===== src/rtl/einstein_kbd_matrix.sv =====
// einstein_kbd_matrix: PS/2 set-2 key events -> Einstein 8x8 keyboard matrix, modifier lines and row-scan port
//   clk_sys   : system clock
//   reset     : asynchronous, active-high
//   ps2_key   : {toggle, make, e0, scancode[7:0]} from mist_io
//   addr      : row select, active-low (several rows may be selected)
//   kb_cols   : column data of the selected rows, active-low, registered
//   modif     : {ctrl, graph, shift}, active-high
//   press_btn : high while at least one matrix key is held, registered
// Optional build macro KBD_KEYPAD_EN: keypad digits and keypad enter alias the main-row keys.
module einstein_kbd_matrix #(
  parameter int DEBOUNCE_EVT = 0
) (
  input  logic        clk_sys,
  input  logic        reset,
  input  logic [10:0] ps2_key,
  input  logic [7:0]  addr,
  output logic [7:0]  kb_cols,
  output logic [2:0]  modif,
  output logic        press_btn
);
  logic [10:0] r_key_q;
  logic        r_tog_prev;
  logic [1:0]  r_vld;
  logic [63:0] r_matrix;
  logic [7:0]  r_src;
  logic [6:0]  r_held;
  logic [7:0]  r_cols;
  logic        r_press;
  logic [7:0]  w_lu;
  logic [7:0]  w_rowor;
  logic        w_evt, w_make, w_is_key, w_is_mod, w_cur, w_skip, w_apply;
  logic [5:0]  w_idx;
  logic [2:0]  w_src;

  // Lookup result: {2'b01, row, col} for a matrix key, {2'b10, 3'b0, source} for a modifier
  // source (0/1 L/R shift, 2/3 L/R ctrl, 4/5 L/R graph), 0 for an unmapped code.
  function automatic logic [7:0] lookup(input logic [8:0] k);
    logic [7:0] lu;
    lu = 8'h00;
    case (k)
      9'h029: lu = {2'b01, 3'd0, 3'd0};
      9'h01A: lu = {2'b01, 3'd0, 3'd1};
      9'h022: lu = {2'b01, 3'd0, 3'd2};
      9'h021: lu = {2'b01, 3'd0, 3'd3};
      9'h02A: lu = {2'b01, 3'd0, 3'd4};
      9'h032: lu = {2'b01, 3'd0, 3'd5};
      9'h031: lu = {2'b01, 3'd0, 3'd6};
      9'h03A: lu = {2'b01, 3'd0, 3'd7};
      9'h015: lu = {2'b01, 3'd1, 3'd0};
      9'h01D: lu = {2'b01, 3'd1, 3'd1};
      9'h024: lu = {2'b01, 3'd1, 3'd2};
      9'h02D: lu = {2'b01, 3'd1, 3'd3};
      9'h02C: lu = {2'b01, 3'd1, 3'd4};
      9'h035: lu = {2'b01, 3'd1, 3'd5};
      9'h03C: lu = {2'b01, 3'd1, 3'd6};
      9'h05A: lu = {2'b01, 3'd1, 3'd7};
      9'h043: lu = {2'b01, 3'd2, 3'd0};
      9'h044: lu = {2'b01, 3'd2, 3'd1};
      9'h04D: lu = {2'b01, 3'd2, 3'd2};
      9'h175: lu = {2'b01, 3'd2, 3'd3};
      9'h172: lu = {2'b01, 3'd2, 3'd4};
      9'h16B: lu = {2'b01, 3'd2, 3'd5};
      9'h174: lu = {2'b01, 3'd2, 3'd6};
      9'h076: lu = {2'b01, 3'd2, 3'd7};
      9'h01B: lu = {2'b01, 3'd3, 3'd0};
      9'h023: lu = {2'b01, 3'd3, 3'd1};
      9'h02B: lu = {2'b01, 3'd3, 3'd2};
      9'h034: lu = {2'b01, 3'd3, 3'd3};
      9'h033: lu = {2'b01, 3'd3, 3'd4};
      9'h01C: lu = {2'b01, 3'd3, 3'd5};
      9'h03B: lu = {2'b01, 3'd3, 3'd6};
      9'h042: lu = {2'b01, 3'd3, 3'd7};
      9'h04B: lu = {2'b01, 3'd4, 3'd0};
      9'h04C: lu = {2'b01, 3'd4, 3'd1};
      9'h052: lu = {2'b01, 3'd4, 3'd2};
      9'h041: lu = {2'b01, 3'd4, 3'd3};
      9'h049: lu = {2'b01, 3'd4, 3'd4};
      9'h04A: lu = {2'b01, 3'd4, 3'd5};
      9'h066: lu = {2'b01, 3'd4, 3'd6};
      9'h00D: lu = {2'b01, 3'd4, 3'd7};
      9'h005: lu = {2'b01, 3'd5, 3'd0};
      9'h006: lu = {2'b01, 3'd5, 3'd1};
      9'h004: lu = {2'b01, 3'd5, 3'd2};
      9'h00C: lu = {2'b01, 3'd5, 3'd3};
      9'h04E: lu = {2'b01, 3'd5, 3'd4};
      9'h055: lu = {2'b01, 3'd5, 3'd5};
      9'h054: lu = {2'b01, 3'd5, 3'd6};
      9'h05B: lu = {2'b01, 3'd5, 3'd7};
      9'h03E: lu = {2'b01, 3'd6, 3'd0};
      9'h046: lu = {2'b01, 3'd6, 3'd1};
      9'h003: lu = {2'b01, 3'd6, 3'd2};
      9'h00B: lu = {2'b01, 3'd6, 3'd3};
      9'h083: lu = {2'b01, 3'd6, 3'd4};
      9'h00A: lu = {2'b01, 3'd6, 3'd5};
      9'h058: lu = {2'b01, 3'd6, 3'd6};
      9'h05D: lu = {2'b01, 3'd6, 3'd7};
      9'h045: lu = {2'b01, 3'd7, 3'd0};
      9'h016: lu = {2'b01, 3'd7, 3'd1};
      9'h01E: lu = {2'b01, 3'd7, 3'd2};
      9'h026: lu = {2'b01, 3'd7, 3'd3};
      9'h025: lu = {2'b01, 3'd7, 3'd4};
      9'h02E: lu = {2'b01, 3'd7, 3'd5};
      9'h036: lu = {2'b01, 3'd7, 3'd6};
      9'h03D: lu = {2'b01, 3'd7, 3'd7};
`ifdef KBD_KEYPAD_EN
      9'h069: lu = {2'b01, 3'd7, 3'd1};
      9'h072: lu = {2'b01, 3'd7, 3'd2};
      9'h07A: lu = {2'b01, 3'd7, 3'd3};
      9'h06B: lu = {2'b01, 3'd7, 3'd4};
      9'h073: lu = {2'b01, 3'd7, 3'd5};
      9'h074: lu = {2'b01, 3'd7, 3'd6};
      9'h06C: lu = {2'b01, 3'd7, 3'd7};
      9'h075: lu = {2'b01, 3'd6, 3'd0};
      9'h07D: lu = {2'b01, 3'd6, 3'd1};
      9'h070: lu = {2'b01, 3'd7, 3'd0};
      9'h15A: lu = {2'b01, 3'd1, 3'd7};
`endif
      9'h012: lu = {2'b10, 3'd0, 3'd0};
      9'h059: lu = {2'b10, 3'd0, 3'd1};
      9'h014: lu = {2'b10, 3'd0, 3'd2};
      9'h114: lu = {2'b10, 3'd0, 3'd3};
      9'h011: lu = {2'b10, 3'd0, 3'd4};
      9'h111: lu = {2'b10, 3'd0, 3'd5};
      default: lu = 8'h00;
    endcase
    return lu;
  endfunction

  // r_vld[1] only rises once r_tog_prev holds a post-reset sample, so a toggle
  // already sitting on ps2_key at reset release is never taken as an event.
  assign w_evt    = r_vld[1] & (r_key_q[10] ^ r_tog_prev);
  assign w_make   = r_key_q[9];
  assign w_lu     = lookup(r_key_q[8:0]);
  assign w_is_key = w_lu[7:6] == 2'b01;
  assign w_is_mod = w_lu[7:6] == 2'b10;
  assign w_idx    = w_lu[5:0];
  assign w_src    = w_lu[2:0];
  assign w_cur    = w_is_key ? r_matrix[w_idx] : r_src[w_src];
  assign w_skip   = (DEBOUNCE_EVT != 0) && w_make && w_cur;
  assign w_apply  = w_evt & ~w_skip;

  always_comb begin
    w_rowor = 8'h00;
    for (int r = 0; r < 8; r++) w_rowor = w_rowor | (addr[r] ? 8'h00 : r_matrix[r*8 +: 8]);
  end

  always_ff @(posedge clk_sys or posedge reset) begin
    if (reset) begin
      r_key_q    <= '0;
      r_tog_prev <= 1'b0;
      r_vld      <= 2'b00;
      r_matrix   <= '0;
      r_src      <= '0;
      r_held     <= '0;
      r_cols     <= 8'hFF;
      r_press    <= 1'b0;
    end else begin
      r_key_q    <= ps2_key;
      r_tog_prev <= r_key_q[10];
      r_vld      <= {r_vld[0], 1'b1};
      if (w_apply && w_is_key) begin
        r_matrix[w_idx] <= w_make;
        if (w_make != w_cur) r_held <= w_make ? r_held + 7'd1 : r_held - 7'd1;
      end
      if (w_apply && w_is_mod) r_src[w_src] <= w_make;
      r_cols  <= ~w_rowor;
      r_press <= r_held != 7'd0;
    end
  end

  assign kb_cols   = r_cols;
  assign press_btn = r_press;
  assign modif     = {r_src[2] | r_src[3], r_src[4] | r_src[5], r_src[0] | r_src[1]};
endmodule

===== config.mk =====
export PLATFORM = sky130hd
export DESIGN_NAME = einstein_kbd_matrix
export DESIGN_NICKNAME = d
export VERILOG_FILES = /design/src/rtl/einstein_kbd_matrix.sv
export SDC_FILE = /design/constraint.sdc
export NUM_CORES = 1
export LEC_CHECK = 0
export CAP_MARGIN = 20
export CELL_PAD_IN_SITES_DETAIL_PLACEMENT = 1
export CELL_PAD_IN_SITES_GLOBAL_PLACEMENT = 1
export CORE_UTILIZATION = 42
export DETAILED_ROUTE_END_ITERATION = 12
export HOLD_SLACK_MARGIN = 0.05
export PLACE_DENSITY_LB_ADDON = 0.2
export RECOVER_POWER = 50
export SYNTH_ARGS = -nofsm -noshare
export SYNTH_HDL_FRONTEND = slang
export SYNTH_SLANG_ARGS = --single-unit

===== constraint.sdc =====
create_clock -name clk_sys -period 3.8 [get_ports clk_sys]
set_input_delay 1.14 -clock clk_sys [delete_from_list [all_inputs] [get_ports clk_sys]]
set_output_delay 1.14 -clock clk_sys [all_outputs]
set_load 0.005 [all_outputs]

==> results of run 1 <==
==> what timing repair did <==
item	in CTS	in global routing
cloned	3	2
resized for setup	98	75
endpoints found under the setup margin	45	55
setup buffers	41	20
pin swaps	41	46
==> critical path, delay by kind of cell (launching register included) <==
family	cells	cell delay [ps]
mux	2	610
compound gates	6	1360
flops	1	480
buf+inv	4	650
simple gates	4	1020
==> cell type report <==
cell class	instances	area, sq um
repair buffers	300	2570
well taps	220	275
clock buffers	10	239
multi-input cells	645	4750
clock inverters	6	51.3
inverters	71	267
fillers	1928	6090
flip-flops and latches	100	2520
==> stage by stage <==
step / instance area, sq um / hold slack, ps / utilization / setup slack (ps)
2_1_floorplan: 7270 / 331 / - / 54.5
3_3_place_gp: 9080 / 335 / 0.542 / -470
3_5_place_dp: 9080 / 346 / 0.542 / -733
4_1_cts: 10100 / 361 / 0.604 / -41.3
5_1_grt: 10700 / 376 / 0.637 / -407
6_report: 10700 / 363 / 0.637 / -389
==> sequential cells by signal, summed over array words and instances, names as in the netlist <==
signal / cells
r_matrix: 64
r_src: 6
kb_cols: 8
press_btn: 1
r_vld: 2
r_tog_prev: 1
r_held: 7
r_key_q: 11
==> worst min-delay path by stage <==
stage	endpoint	slack, ps	cells after the start
after global placement	r_vld[1]$_DFF_PP0_	340	0
after floorplan	r_vld[1]$_DFF_PP0_	330	0
after CTS	r_vld[1]$_DFF_PP0_	360	0
final	r_vld[1]$_DFF_PP0_	360	0
after detailed placement	r_vld[1]$_DFF_PP0_	350	0
after global routing	r_vld[1]$_DFF_PP0_	380	0
==> routing by layer <==
layer  part of all wire  global-route usage
met5                  0                   0
met3              0.069              0.0704
met2               0.48               0.662
met1               0.38               0.466
met4              0.077               0.238
==> power groups by stage <==
stage | combinational, uW | sequential (uW) | clock [uW]
floorplan | 374 | 1140 | 0
global placement | 628 | 1160 | 0
detailed placement | 655 | 1160 | 0
CTS | 778 | 1140 | 944
global route | 972 | 1140 | 985
finish | 931 | 1140 | 940
==> cell usage after synthesis, types with 16 or more instances <==
library cell,instances
o22ai_1,39
buf_2,18
clkbuf_1,29
o31ai_1,22
nor2_1,44
inv_1,70
nor3_1,39
a21oi_1,24
nand2_1,92
nand3_1,48
o21ai_0,69
dfrtp_1,92
nand4_1,16
mux2i_1,34
==> cell families after synthesis <==
group / after synthesis / share of synthesized area
xor+xnor: 11 / 0.0133
buf+inv: 141 / 0.0893
simple gates: 344 / 0.256
other cells: 1 / 0.000516
fa+ha+maj: 6 / 0.0114
compound gates: 247 / 0.235
flops: 100 / 0.346
mux: 35 / 0.0484
==> impl_metrics.yaml, run 1 <==
run:
  cap_violations: 1
grt:
  antenna_found_initial: 0
  track_usage: 0.393
  grt_overflow: 0
  grt_pass1_wl_mm: 52.8
  grt_pass1_vias: 9138
  grt_max_degree: 72
layout:
  final_cell_mix: "buf_4, nand2_1, dfrtp_1"
  drive_gt1_frac: 0.360
  mostFrequentLayoutCell: "buf_4"
  n_antenna_cell: 0
  final_nets: 1154
  area_growth_pct: 46.7
  fin_cells: 1352
floorplanning:
  die_x_um: 134
  start_util: 0.434
  die_y_um: 134
  num_io_pins: 33
  dieArea_sq_um: 17800
  rows: 47
  coreArea_sq_um: 16800
critical_path:
  r2r_start: "r_key_q[5]$_DFF_PP0_"
  worstPathMaxFanout: 8
  crit_path_end_kind: "flip-flop"
  critPathRequiredTime_ps: 4090
  timing.reg2reg.setup_slack_ps: -390
  timing.rr.end: "r_held[5]$_DFFE_PP0P_"
  path_class: "reg -> reg"
  r2r_cells: 16
  startpoint: "r_key_q[5]$_DFF_PP0_"
  endpoint: "r_held[5]$_DFFE_PP0P_"
  arrival_ps: 4480
  cp_common_cell: "a2111oi_4"
  slowest_delay_ps: 610
  startpoint_type: "flip-flop"
  path_cells: "buf_6 > mux2_4 > a32oi_2 > o22ai_2 > a2111oi_4 > buf_4 > and3_4 > mux2i_1 > o22ai_2 > a2111oi_4 > buf_4 > nor3_2 > buf_6 > nor3_1 > a2111oi_4 > nand3_2"
  critical-path-slowest-cell: "nor3_1"
yosys:
  synth-seq-cells: 100
  synth_area_leaders: "dfrtp_1, nand2_1, o21ai_0"
  synthDistinctLibCells: 89
  synthArstFlopShare: 1.00
  syn_nets: 912
  avgSynthCellArea_sq_um: 8.22
  synth_top_cell_by_area: "dfrtp_1"
  synth_ff_type: "dfrtp_1"
  yosys_warnings: 0
  synth_edf_count: 0
  seq_area_frac_synth: 0.346
  synth_top_cell_area_share: 0.317
  netlist_instances: 885
  mappedNetlistArea_sq_um: 7270
pwr:
  total_power_uw: 3010
  power.switching_uw: 1020
  intPower_uw: 1990
  combinationalPowerShare: 0.309
  power_leakage_uw: 0.00459
  power.density_nw_per_um2: 282
  power_frac_clock: 0.312
  swShare: 0.340
  power_frac_seq: 0.379
  ir_worst_vdd_uv: 303
timing:
  rsz0062_at_grt: "yes"
  period_minus_slack_ps: 4190
  worstMarginPinSlew_ps: 1900
  slew_headroom: -0.268
  slew_violations: 44
  fin_worst_skew_ps: 6.61
  setup_viol: 18
  period_share: 1.10
  max_freq_ghz: 0.239
  setup_tns_ps: -2460
  fin_ws_ps: -389
  hold_viol: 0
place:
  dp_hpwl_mm: 24.9
  place_congestion: 0.971
  place_inst: 1270
  numPortBuffers: 32
hold_path:
  hold_path_class: "reg -> reg"
  worstHoldStart: "r_vld[0]$_DFF_PP0_"
cts:
  cts.sinks: 100
  cts_tree: "done"
  path_clk_slew_ps: 70
  cts_buffer_depth: 2
  root_buffer: "clkbuf_16"
  postCtsHoldBufs: 0
  h-tree-depth: 3
  worstSkewPairLatency_ps: 360
  cts_buffers: 9
outcome:
  violations: "capacitance limit, slew limit, setup timing"
  status: "complete, but fails checks"
detailed_routing:
  wire_per_inst_um: 27.3
  vias_per_cell: 6.55
  drt-total-wl_mm: 36.9
  postRouteAntennaNets: 0
  drtIter0Drc: 889
  drc: 0
  vias: 8855
  drt-pass1-iter-count: 7
Note: power is estimated with default switching activity, not from simulation.
==> run 2, diff against run 1 <==
- TNS_END_PERCENT: unset -> 100
==> results of run 2 <==
The final DEF is identical to that of run 1; final timing and power are the same.
==> run 3, diff against run 2 <==
- ABC_CLOCK_PERIOD_IN_PS: unset -> 3800
==> results of run 3 <==
The final DEF is identical to that of run 1; final timing and power are the same.
